===== config.mk =====
export PLATFORM = sky130hd
export DESIGN_NAME = decode_stage_flat
export DESIGN_NICKNAME = d
export VERILOG_FILES = /design/src/rtl/decode_stage_if.sv /design/src/rtl/decode_stage.sv /design/src/flat_wrapper.sv
export SDC_FILE = /design/constraint.sdc
export NUM_CORES = 1
export LEC_CHECK = 0
export CAP_MARGIN = 10
export CORE_UTILIZATION = 54
export DETAILED_ROUTE_END_ITERATION = 7
export PLACE_DENSITY_LB_ADDON = 0.12
export SYNTH_ARGS = -nofsm -noshare
export SYNTH_HDL_FRONTEND = slang
export SYNTH_SLANG_ARGS = --single-unit

===== constraint.sdc =====
create_clock -name clk -period 3.5 [get_ports clk]
set_clock_uncertainty 0.2 [all_clocks]
set_input_delay 0.525 -clock clk [delete_from_list [all_inputs] [get_ports clk]]
set_output_delay 0.525 -clock clk [all_outputs]
set_load 0.01 [all_outputs]

===== src/rtl/decode_stage_if.sv =====
// Fetch-to-execute handshake bundle for the decode stage.
// slave is the stage side; master is the side that drives fetch and execute.
interface decode_stage_if;
  logic        in_valid;
  logic        in_ready;
  logic [31:0] instr;
  logic [31:0] in_pc;
  logic        out_valid;
  logic        out_ready;
  logic [4:0]  operand_1;
  logic [4:0]  operand_2;
  logic [31:0] gpr_destination_address;
  logic [3:0]  alu_control;
  logic        reg_write;
  logic [15:0] immediate_value;
  logic [31:0] out_pc;
  logic        illegal;
  logic [7:0]  illegal_count;

  modport slave (
    input  in_valid, instr, in_pc, out_ready,
    output in_ready, out_valid, operand_1, operand_2, gpr_destination_address,
           alu_control, reg_write, immediate_value, out_pc, illegal, illegal_count
  );

  modport master (
    output in_valid, instr, in_pc, out_ready,
    input  in_ready, out_valid, operand_1, operand_2, gpr_destination_address,
           alu_control, reg_write, immediate_value, out_pc, illegal, illegal_count
  );
endinterface


===== src/rtl/decode_stage.sv =====
// Instruction decode stage: combinational field decode captured into a
// two-entry head/skid buffer with registered valid/ready handshakes.
module decode_stage (
  input  logic           clk,
  input  logic           rst_n,
  input  logic           flush,
  decode_stage_if.slave  bus
);

  localparam int unsigned REG_W  = 5;
  localparam int unsigned DATA_W = 32;
  localparam int unsigned ALU_W  = 4;
  localparam int unsigned IMM_W  = 16;
  localparam int unsigned CNT_W  = 8;

  localparam logic [5:0]       OP_RTYPE  = 6'h00;
  localparam logic [5:0]       OP_ADDI   = 6'h08;
  localparam logic [5:0]       OP_JUMP   = 6'h02;
  localparam logic [5:0]       FN_ADD    = 6'h20;
  localparam logic [CNT_W-1:0] CNT_MAX   = '1;

  typedef struct packed {
    logic [REG_W-1:0]  operand_1;
    logic [REG_W-1:0]  operand_2;
    logic [DATA_W-1:0] gpr_dst;
    logic [ALU_W-1:0]  alu_control;
    logic              reg_write;
    logic [IMM_W-1:0]  imm;
    logic [DATA_W-1:0] pc;
    logic              illegal;
  } bundle_t;

  typedef enum logic [1:0] {
    S_EMPTY = 2'd0,
    S_HALF  = 2'd1,
    S_FULL  = 2'd2
  } state_t;

  state_t           r_state;
  state_t           w_state_nxt;
  bundle_t          r_head;
  bundle_t          r_skid;
  bundle_t          w_dec;
  logic             r_in_ready;
  logic             r_out_valid;
  logic [CNT_W-1:0] r_illegal_count;
  logic             w_accept;
  logic             w_pop;
  logic             w_load_head_in;
  logic             w_load_head_skid;
  logic             w_load_skid;

  // Field slicing and opcode decode; pass-through fields are kept even when illegal.
  function automatic bundle_t decode(input logic [DATA_W-1:0] ins,
                                     input logic [DATA_W-1:0] pc);
    bundle_t b;
    b             = '0;
    b.operand_1   = ins[25:21];
    b.operand_2   = ins[20:16];
    b.imm         = ins[15:0];
    b.pc          = pc;
    if (ins[31:26] == OP_RTYPE && ins[5:0] == FN_ADD) begin
      b.alu_control = 4'b0001;
      b.gpr_dst     = {27'b0, ins[15:11]};
      b.reg_write   = 1'b1;
    end else if (ins[31:26] == OP_ADDI) begin
      b.alu_control = 4'b0010;
      b.gpr_dst     = {27'b0, ins[20:16]};
      b.reg_write   = 1'b1;
    end else if (ins[31:26] == OP_JUMP) begin
      b.alu_control = 4'b0011;
      b.gpr_dst     = {6'b0, ins[25:0]};
      b.reg_write   = 1'b1;
    end else begin
      b.illegal     = 1'b1;
    end
    return b;
  endfunction

  assign w_dec    = decode(bus.instr, bus.in_pc);
  assign w_accept = bus.in_valid & r_in_ready & ~flush;
  assign w_pop    = r_out_valid & bus.out_ready;

  always_ff @(posedge clk or negedge rst_n) begin
    if (!rst_n) r_state <= S_EMPTY;
    else        r_state <= w_state_nxt;
  end

  // Next state and buffer load selects; flush overrides any accept or pop.
  always_comb begin
    w_state_nxt      = r_state;
    w_load_head_in   = 1'b0;
    w_load_head_skid = 1'b0;
    w_load_skid      = 1'b0;
    if (flush) begin
      w_state_nxt = S_EMPTY;
    end else begin
      case (r_state)
        S_EMPTY: begin
          if (w_accept) begin
            w_state_nxt    = S_HALF;
            w_load_head_in = 1'b1;
          end
        end
        S_HALF: begin
          case ({w_accept, w_pop})
            2'b10: begin
              w_state_nxt = S_FULL;
              w_load_skid = 1'b1;
            end
            2'b01: w_state_nxt = S_EMPTY;
            2'b11: w_load_head_in = 1'b1;
            default: w_state_nxt = S_HALF;
          endcase
        end
        S_FULL: begin
          if (w_pop) begin
            w_state_nxt      = S_HALF;
            w_load_head_skid = 1'b1;
          end
        end
        default: w_state_nxt = S_EMPTY;
      endcase
    end
  end

  // Handshake flags are registered from the next state so they track the buffer fill.
  always_ff @(posedge clk or negedge rst_n) begin
    if (!rst_n) begin
      r_in_ready  <= 1'b1;
      r_out_valid <= 1'b0;
    end else begin
      r_in_ready  <= (w_state_nxt != S_FULL);
      r_out_valid <= (w_state_nxt != S_EMPTY);
    end
  end

  always_ff @(posedge clk or negedge rst_n) begin
    if (!rst_n) begin
      r_head <= '0;
      r_skid <= '0;
    end else begin
      if (w_load_head_in)        r_head <= w_dec;
      else if (w_load_head_skid) r_head <= r_skid;
      if (w_load_skid)           r_skid <= w_dec;
    end
  end

  // Illegal counter survives flush and sticks at its maximum.
  always_ff @(posedge clk or negedge rst_n) begin
    if (!rst_n) begin
      r_illegal_count <= '0;
    end else if (w_accept && w_dec.illegal && r_illegal_count != CNT_MAX) begin
      r_illegal_count <= r_illegal_count + CNT_W'(1);
    end
  end

  assign bus.in_ready                = r_in_ready;
  assign bus.out_valid               = r_out_valid;
  assign bus.operand_1               = r_head.operand_1;
  assign bus.operand_2               = r_head.operand_2;
  assign bus.gpr_destination_address = r_head.gpr_dst;
  assign bus.alu_control             = r_head.alu_control;
  assign bus.reg_write               = r_head.reg_write;
  assign bus.immediate_value         = r_head.imm;
  assign bus.out_pc                  = r_head.pc;
  assign bus.illegal                 = r_head.illegal;
  assign bus.illegal_count           = r_illegal_count;

endmodule


===== src/flat_wrapper.sv =====
// flat-port wrapper written by rule: the top's interface ports become plain ports
module decode_stage_flat 
  (clk, rst_n, flush, bus_in_valid, bus_instr, bus_in_pc, bus_out_ready, bus_in_ready, bus_out_valid, bus_operand_1, bus_operand_2, bus_gpr_destination_address, bus_alu_control, bus_reg_write, bus_immediate_value, bus_out_pc, bus_illegal, bus_illegal_count);
  decode_stage_if bus_i ();
  input  logic clk;
  input  logic rst_n;
  input  logic flush;
  input wire logic [$bits(bus_i.in_valid)-1:0] bus_in_valid;
  input wire logic [$bits(bus_i.instr)-1:0] bus_instr;
  input wire logic [$bits(bus_i.in_pc)-1:0] bus_in_pc;
  input wire logic [$bits(bus_i.out_ready)-1:0] bus_out_ready;
  output wire logic [$bits(bus_i.in_ready)-1:0] bus_in_ready;
  output wire logic [$bits(bus_i.out_valid)-1:0] bus_out_valid;
  output wire logic [$bits(bus_i.operand_1)-1:0] bus_operand_1;
  output wire logic [$bits(bus_i.operand_2)-1:0] bus_operand_2;
  output wire logic [$bits(bus_i.gpr_destination_address)-1:0] bus_gpr_destination_address;
  output wire logic [$bits(bus_i.alu_control)-1:0] bus_alu_control;
  output wire logic [$bits(bus_i.reg_write)-1:0] bus_reg_write;
  output wire logic [$bits(bus_i.immediate_value)-1:0] bus_immediate_value;
  output wire logic [$bits(bus_i.out_pc)-1:0] bus_out_pc;
  output wire logic [$bits(bus_i.illegal)-1:0] bus_illegal;
  output wire logic [$bits(bus_i.illegal_count)-1:0] bus_illegal_count;
  assign bus_i.in_valid = bus_in_valid;
  assign bus_i.instr = bus_instr;
  assign bus_i.in_pc = bus_in_pc;
  assign bus_i.out_ready = bus_out_ready;
  assign bus_in_ready = bus_i.in_ready;
  assign bus_out_valid = bus_i.out_valid;
  assign bus_operand_1 = bus_i.operand_1;
  assign bus_operand_2 = bus_i.operand_2;
  assign bus_gpr_destination_address = bus_i.gpr_destination_address;
  assign bus_alu_control = bus_i.alu_control;
  assign bus_reg_write = bus_i.reg_write;
  assign bus_immediate_value = bus_i.immediate_value;
  assign bus_out_pc = bus_i.out_pc;
  assign bus_illegal = bus_i.illegal;
  assign bus_illegal_count = bus_i.illegal_count;
  decode_stage u_core (.clk(clk), .rst_n(rst_n), .flush(flush), .bus(bus_i));
endmodule

== Yosys cells after proc, flatten, opt, wreduce, memory -nomap -nowiden ==
Cells that the tools add are included.

* Add/subtract/negate cells: 1
* Equality and inequality tests: 10
* Mux-type cells: 23
* Bitwise operators: 4
* Reductions and logical operators: 7

{| class="wikitable"
|+ Operators with widths
! kind !! count
|-
| 96-bit two-way mux || 2
|-
| 37-bit two-way mux || 2
|-
| 31-bit two-way mux || 1
|-
| 1-bit two-way mux || 12
|-
| 2-bit case mux with 3 select lines || 2
|-
| 8-bit by 1-bit adder with 8-bit output, second input constant || 1
|-
| 8-bit != test, second input constant || 1
|-
| 2-bit == test, second input constant || 3
|-
| 6-bit by 2-bit == test with 1-bit output, second input constant || 1
|-
| 6-bit by 4-bit == test with 1-bit output, second input constant || 1
|-
| 6-bit == test, second input constant || 1
|-
| 6-bit zero test || 1
|-
| 2-bit two-way mux || 3
|-
| 2-bit by 1-bit == test with 1-bit output, second input constant || 2
|-
| 2-bit nonzero test || 2
|-
| 1-bit bitwise AND || 3
|-
| 1-bit logical AND || 3
|-
| 2-bit zero test || 1
|-
| 2-bit != test, second input constant || 1
|-
| 1-bit case mux with 2 select lines || 1
|-
| 1-bit NOT || 1
|}

* Register bits: 204
* Bits of input ports: 69
* Output and inout bits: 106
* Logic and storage cells: 65

== Logic depth before layout (Yosys ltp) ==
Gate-level depths: netlist of the first run.

* Depth in word-level cells: 7
* Mapped depth: 7
* Gate-level depth less buffers: 5

== Worst setup path after synthesis of the first run ==
No wires, ideal clock.

* Kind: in2reg
* Start: in bus_instr[1]
* End: reg u_core.r_illegal_count[1] (netlist: u_core.bus.illegal_count[1])
* Library setup time: 0.125 ns
* Data arrival time: 1.856 ns
* Required time: 3.175 ns
* Path slack: 1.319 ns
* Stages: 4
* Buffers on the path: 0
* Cell sequence: or4_4 -> o21ba_1 -> o21ai_2 -> mux2_4

* Longest elaborated chain between the ends: 5

{| class="wikitable"
|+ Ends and longest elaborated chain
! element !! RTL line !! source
|-
| start, declared || flat_wrapper.sv:9 || <nowiki>input wire logic [$bits(bus_i.instr)-1:0] bus_instr;</nowiki>
|-
| 6-bit == test || decode_stage.sv:62 || <nowiki>if (ins[31:26] == OP_RTYPE && ins[5:0] == FN_ADD) begin</nowiki>
|-
| 1-bit logical AND || decode_stage.sv:62 ||
|-
| 1-bit two-way mux || decode_stage.sv:62 ||
|-
| 1-bit logical AND (2 in series) || decode_stage.sv:153 || <nowiki>end else if (w_accept && w_dec.illegal && r_illegal_count != CNT_MAX) begin</nowiki>
|-
| end signal, assigned || decode_stage.sv:154 || <nowiki>r_illegal_count <= r_illegal_count + CNT_W'(1);</nowiki>
|-
| end, declared || decode_stage.sv:46 || <nowiki>logic [CNT_W-1:0] r_illegal_count;</nowiki>
|}

Every way passes these cells.
A chain may end at the register's enable or synchronous reset.

== Worst setup path after layout of the first run ==
* Start: in flush
* End: reg u_core.r_head (netlist bit u_core.bus.immediate_value[12])

* Longest elaborated chain between the ends: 7
* Elaborated cells on any way between the ends: 10
* Those cells by class: eq/ne: 1; mux: 6; bitwise: 2; reduce/logical: 1

{| class="wikitable"
|+ Ends and longest elaborated chain
! element !! RTL line !! source
|-
| start, declared || flat_wrapper.sv:7 || <nowiki>input logic flush;</nowiki>
|-
| 1-bit NOT || decode_stage.sv:81 || <nowiki>assign w_accept = bus.in_valid & r_in_ready & ~flush;</nowiki>
|-
| 1-bit bitwise AND || decode_stage.sv:81 ||
|-
| 2-bit == test || decode_stage.sv:106 || <nowiki>case ({w_accept, w_pop})</nowiki>
|-
| 1-bit two-way mux || decode_stage.sv:106 ||
|-
| 1-bit case mux with 2 select lines || decode_stage.sv:98 || <nowiki>case (r_state)</nowiki>
|-
| 1-bit two-way mux || decode_stage.sv:95 || <nowiki>if (flush) begin</nowiki>
|-
| 96-bit two-way mux / 2-bit nonzero test (equally long branches) || -- ||
|-
| end signal, assigned || decode_stage.sv:143 || <nowiki>if (w_load_head_in) r_head <= w_dec;</nowiki>
|-
| end signal, assigned || decode_stage.sv:144 || <nowiki>else if (w_load_head_skid) r_head <= r_skid;</nowiki>
|-
| end, declared || decode_stage.sv:41 || <nowiki>bundle_t r_head;</nowiki>
|}

Parallel ways exist; a longest one is shown, timed or not.

==> flow_summary_export.csv, run 1 <==
group,metric,value,unit
cts,path_clk_slew,0.06,ns
setup_path,worst_path_max_delay_cell,"buf_4",
setup_path,crit_path_start_kind,"input pin",
route,dr.pass1.iters,5,
floorplan,die_h,121,um
route,first_iter_violations,451,
pwr,internal_power,4.50,mW
pwr,pwr_density_cell,597,nW/um^2
setup_path,path_buf_inv,2,
pwr,ir_drop,0.324,mV
synth,synth_flop_cell,"dfrtp_1",
finish,nets,864,
cts,cts_resized,0,
synth,synth-seq-cells,188,
synth,ys_warn_count,0,
min_path,hp-class,"register to register",
placement,place.gp.congestion,0.844,
route,dr_total_vias,5721,
run_status,status,"finished, final reports clean",
pwr,pwr-share-comb,20.1,%
timing,drv_slew,0,
timing,fin_crit,2.44,ns
global_route,grt_overflow,0,
floorplan,coreArea,13900,um^2
timing,hold_viol,0,
setup_path,crit_path_max_incr_delay,0.60,ns
timing,rsz0062_at_grt,"false",
synth,synth.yosys.seq_area_share,61.2,%
timing,worstMarginPinSlew,0.731,ns
setup_path,r2r_setup_slack,1.26,ns
floorplan,num_rows,43,
cts,post-cts-setup-buffer-count,0,
floorplan,io_pins,175,
floorplan,die_area,14700,um^2
timing,finalSetupTns,0,ns
global_route,first_global_vias,5806,
pwr,clkPwrFrac,31.4,%
setup_path,worstSetupEndpointType,"register",
setup_path,required,3.66,ns
timing,whs,0.273,ns
finish,n_antenna_cell,0,
timing,finalSetupViolCount,0,
setup_path,crit_chain,"clkdlybuf4s50_1 -> nand3b_2 -> nor3_4 -> buf_4 -> a22oi_1 -> nand2_1",
synth,async_reset_ff_share,100,%
job,maxCapViolCount,0,
pwr,switching_share,25.7,%
synth,synth.avg_cell_area,12.0,um^2
cts,h-tree-depth,4,
timing,max-slew-margin-rel,51.2,%
setup_path,worstPathArrival,2.60,ns
timing,fmax,410,MHz
cts,cts_tree,"done",
finish,area_delta_synth_final,31.8,%
route,routed_wl,18200,um
setup_path,cp_max_fo,61,
timing,finalCritPeriodShare,69.7,%
synth,yosysUniqueCellTypes,46,
global_route,grt_pass1_wl,29400,um
cts,cts_max_path_buffers,2,
route,vias_per_cell,5.81,
pwr,power_switching,1.56,mW
global_route,grtUsageTotal,26.1,%
floorplan,start_util,55.4,%
finish,drive_above_1_share,14.2,%
placement,port_buffers,166,
placement,place_hpwl,11600,um
synth,synth_cells,639,
cts,clk_latency,0.42,ns
cts,cts_hold_buf,1,
pwr,seqPwrFrac,48.5,%
setup_path,cpLargestDelayFamily,"buffers and inverters",
cts,cts_buffers,17,
route,drt-wirelength-per-cell,18.5,um
synth,syn_area,7690,um^2
route,drc,0,
synth,synth-edff-count,0,
global_route,antenna_found_initial,0,
cts,clock-sinks,188,
setup_path,path_class,"input pin to register",
route,ant_nets,0,
pwr,leakagePower,4.67,nW
global_route,grt_max_degree,97,
floorplan,die_w,121,um
cts,cts_root_buf,"clkbuf_16",
-- final cells by class --
type | instances | area, um^2
clock buffers | 24 | 502
clock inverters | 6 | 85.1
fillers | 1001 | 3740
inverters | 2 | 7.51
multi-input cells | 408 | 2800
flip-flops and latches | 188 | 4710
well taps | 180 | 225
repair buffers | 177 | 1810
-- sequential cells by signal, summed over array words and instances, names as in the netlist --
register and cells:
u_core.bus.out_valid 1, u_core.bus.operand_2 5, u_core.bus.illegal_count 8, u_core.bus.reg_write 1
u_core.bus.alu_control 2, u_core.bus.in_ready 1, u_core.bus.immediate_value 16, u_core.r_skid 88
u_core.bus.illegal 1, u_core.bus.operand_1 5, u_core.bus.out_pc 32, u_core.r_state 2
u_core.bus.gpr_destination_address 26
-- worst paths after layout --
path | depth (start not counted) | startpoint | to
max | 6 | flush | u_core.bus.immediate_value[12]$_DFFE_PN0P_
min | 2 | u_core.bus.out_pc[28]$_DFFE_PN0P_ | u_core.bus.out_pc[28]$_DFFE_PN0P_
max reg2reg | 6 | u_core.bus.out_valid$_DFF_PN0_ | u_core.bus.out_pc[21]$_DFFE_PN0P_
min reg2reg | 2 | u_core.bus.out_pc[28]$_DFFE_PN0P_ | u_core.bus.out_pc[28]$_DFFE_PN0P_
max in group asynchronous | 3 | rst_n | u_core.bus.out_pc[8]$_DFFE_PN0P_
min in group asynchronous | 2 | rst_n | u_core.bus.illegal_count[6]$_DFFE_PN0P_
-- stage by stage --
stage	utilization, %	cells	instance area (um^2)	total power, mW	setup slack, ns
after floorplan	-	646	7720	3.51	1.32
after global placement	68.8	954	9540	4.12	0.715
after detailed placement	68.8	954	9540	4.19	0.639
after CTS	73.1	985	10100	6.10	1.07
after global routing	73.1	985	10100	6.34	0.967
final	73.1	985	10100	6.05	1.06
-- synth_stat cells (all sizes together) (7+ instances only) --
cell type / number / share of area [%]
o21ai: 10 / 0.70
a221o: 24 / 3.1
a22o: 21 / 2.4
nor2: 12 / 0.59
a22oi: 61 / 6.0
clkbuf: 17 / 0.83
buf: 31 / 2.2
mux2: 60 / 8.8
and2: 21 / 1.7
xor2: 7 / 0.80
dfrtp: 187 / 61
nand2: 134 / 6.5
-- metal layers --
layer,up-vias,GRT usage (%),routed length (um)
li1,2583,-,-
met1,2934,34.5,7700
met2,186,41.8,9110
met3,18,6.53,1150
met4,0,8.72,224
met5,-,0,0
-- worst reg2reg max path, cell delays in order, from the launching register on --
cell and delay (ns):
dfrtp_1 0.41, a21boi_1 0.58, nor3_4 0.08, nor2_4 0.34, buf_4 0.37, nand2_1 0.11, nand2_1 0.09
-- placed cells by master, fill, tap and decap left out, types with 3 or more instances in the layout --
cell type,count
a22oi_1,61
conb_1,8
o21ai_0,7
nor2_1,9
a22o_1,21
dfrtp_1,187
xor2_1,7
nor3_4,3
clkbuf_16,17
nand3_1,4
a21oi_1,3
mux2_2,59
o22ai_1,5
clkdlybuf4s50_1,165
a222oi_1,5
and2_1,21
buf_12,5
buf_4,5
a221o_1,24
nand2b_1,5
o31ai_1,4
nand2_1,133
clkbuf_8,6
-- cells by family (layout without fill, tap and decap cells) --
logic type	count (synthesis)	after routing	share of synthesized area [%]
buffers and inverters	50	209	3.16
and+or+nand+nor	195	195	11.6
DFF	188	188	61.2
muxes	60	60	8.83
other	1	8	0.0487
adders and majority gates	1	1	0.163
AOI/OAI and AO/OA	136	136	14.2
xor gates and xnor gates	8	8	0.911
-- power by group through the flow --
stage                     logic, mW  registers, mW  clock network (mW)
after floorplan               0.519           2.99                   0
after global placement         1.19           2.93                   0
after detailed placement       1.23           2.97                   0
after CTS                      1.24           2.93                1.93
after global routing           1.33           2.99                2.03
final                          1.22           2.94                1.90
Power figures use the tool's default switching activity.
==> run 2, diff against run 1 <==
--- a/config.mk
+++ b/config.mk
@@ -6,7 +6,7 @@
 export NUM_CORES = 1
 export LEC_CHECK = 0
 export CAP_MARGIN = 10
-export CORE_UTILIZATION = 54
+export CORE_UTILIZATION = 50
 export DETAILED_ROUTE_END_ITERATION = 7
 export PLACE_DENSITY_LB_ADDON = 0.12
 export SYNTH_ARGS = -nofsm -noshare
==> constraint.sdc (replaced) <==
create_clock -name clk -period 2.5 [get_ports clk]
set_clock_uncertainty 0.2 [all_clocks]
set_input_delay 0.375 -clock clk [delete_from_list [all_inputs] [get_ports clk]]
set_output_delay 0.375 -clock clk [all_outputs]
set_load 0.01 [all_outputs]
==> run 2 against run 1 <==
First-iteration DRC count is the same. Final area grew 2.1%. Die area up 7.9%. Critical path depth shrank 1. Global-route usage shrank 0.35 points.
==> flow_summary_export.csv, run 2 (synthesis gave the netlist of run 1 again) <==
group,metric,value,unit
finish,area_delta_synth_final,34.6,%
placement,place.gp.congestion,0.790,
finish,final_common_cell,"dfrtp_1",
floorplan,die_h,126,um
route,first_iter_violations,451,
setup_path,crit_end,"u_core.bus.operand_2[2]$_DFFE_PN0P_",
cts,path_clk_slew,0.07,ns
setup_path,crit_path_start_kind,"register",
run_status,status,"finished, final reports clean",
cts,cts_max_path_buffers,2,
global_route,grtUsageTotal,25.7,%
timing,fin_ws,0.236,ns
setup_path,path_buf_inv,0,
global_route,antenna_found_initial,0,
floorplan,die_area,15900,um^2
setup_path,worstSetupEndpointType,"register",
setup_path,startpoint,"u_core.bus.out_valid$_DFF_PN0_",
timing,finalSetupViolCount,0,
global_route,grt_pass1_wl,31600,um
global_route,grt_max_degree,85,
timing,rsz0062_at_grt,"false",
route,dr.pass1.iters,7,
setup_path,worstPathArrival,2.42,ns
setup_path,r2r-start,"u_core.bus.out_valid$_DFF_PN0_",
min_path,hp-class,"input pin to asynchronous set/reset pin",
placement,dp_slack,-0.406,ns
cts,clock-sinks,188,
route,dr_total_vias,5808,
setup_path,r2r_end,"u_core.bus.operand_2[2]$_DFFE_PN0P_",
pwr,ir_drop,0.562,mV
route,vias_per_cell,5.75,
setup_path,r2r_setup_slack,0.24,ns
floorplan,die_w,126,um
floorplan,coreArea,14800,um^2
route,drc,0,
timing,hold_viol,0,
finish,largest_reg_flops,88,
cts,cts_root_buf,"clkbuf_16",
timing,drv_slew,0,
setup_path,required,2.66,ns
setup_path,crit_cells,5,
timing,worstMarginPinSlew,1.13,ns
global_route,first_global_vias,6071,
setup_path,path_class,"register to register",
placement,port_buffers,166,
timing,fin_crit,2.26,ns
job,maxCapViolCount,0,
timing,max-slew-margin-rel,24.3,%
timing,fmax,442,MHz
setup_path,cp_max_fo,22,
route,routed_wl,19400,um
cts,clk_latency,0.43,ns
pwr,leakagePower,4.78,nW
cts,h-tree-depth,4,
setup_path,ff2ff_path_depth,5,
cts,post-cts-setup-buffer-count,0,
finish,post-route-util,70.2,%
setup_path,crit_top_cell,"nand2_1",
setup_path,worst_path_max_delay_cell,"nor2_2",
pwr,pwr_density_cell,845,nW/um^2
finish,drive_above_1_share,16.6,%
floorplan,num_rows,44,
setup_path,crit_path_max_incr_delay,0.88,ns
cts,cts_buffers,17,
setup_path,cpLargestDelayFamily,"simple AND/OR/NAND/NOR gates",
global_route,grt_overflow,0,
floorplan,io_pins,175,
finish,n_antenna_cell,0,
finish,layout_common_cells,"dfrtp_1 (187), clkdlybuf4s50_1 (165), nand2_1 (133)",
finish,regMostFlops,"u_core.r_skid",
placement,place_hpwl,12400,um
timing,whs,0.277,ns
finish,nets,883,
route,ant_nets,0,
cts,cts_tree,"done",
setup_path,crit_chain,"a21boi_1 -> nor3_4 -> nor2_2 -> nand2_1 -> nand2_1",
timing,finalCritPeriodShare,90.5,%
route,drt-wirelength-per-cell,19.2,um
floorplan,start_util,52.1,%
run 2: worst min path at each step:
stage	start	to	slack [ns]
floorplan	rst_n	u_core.bus.alu_control[0]$_DFFE_PN0P_	-0.12
global placement	rst_n	u_core.bus.illegal_count[5]$_DFFE_PN0P_	0.16
detailed placement	rst_n	u_core.bus.illegal_count[3]$_DFFE_PN0P_	0.17
CTS	rst_n	u_core.bus.illegal_count[3]$_DFFE_PN0P_	0.28
global route	rst_n	u_core.bus.illegal_count[5]$_DFFE_PN0P_	0.30
finish	rst_n	u_core.bus.illegal_count[3]$_DFFE_PN0P_	0.28
run 2: routing by layer:
metal | vias up | track usage [%] | routed length [um]
met2 | 191 | 42.4 | 9700
met3 | 23 | 6.97 | 1300
met5 | - | 0 | 0
met4 | 0 | 8.29 | 263
met1 | 2966 | 33.1 | 8140
li1 | 2628 | - | -
run 2: final cells by class:
class                           count  area (um^2)
Inverter                            2         7.51
Clock inverter                     15          211
Sequential cell                   188         4710
Tap cell                          184          230
Clock buffer                       17          425
Multi-Input combinational cell    409         2810
Timing Repair Buffer              195         1960
Fill cell                        1040         4400
run 2: timing repair:
item | 4_1_cts | 5_1_grt
hold endpoints to repair | 46 | 0
gates resized for setup | 0 | 1
pin swaps | 1 | 0
setup endpoints to repair | 8 | 14
cloned | 1 | 0
hold buffers | 1 | 0
run 2: report_power, final:
part	leakage (nW)	switching, mW	total, mW	internal, mW
combinational	2.08	0.724	1.74	1.02
clock	0.303	1.20	2.90	1.70
sequential	2.40	0.408	4.11	3.70
run 2: per-stage QoR:
stage,area (um^2),setup TNS [ns],std cells,total power [mW]
floorplan,7720,0,646,4.91
global placement,9700,-14.37,976,5.81
detailed placement,9700,-19.53,976,5.90
CTS,10300,0,1010,8.81
global route,10400,0,1010,9.16
finish,10400,0,1010,8.75
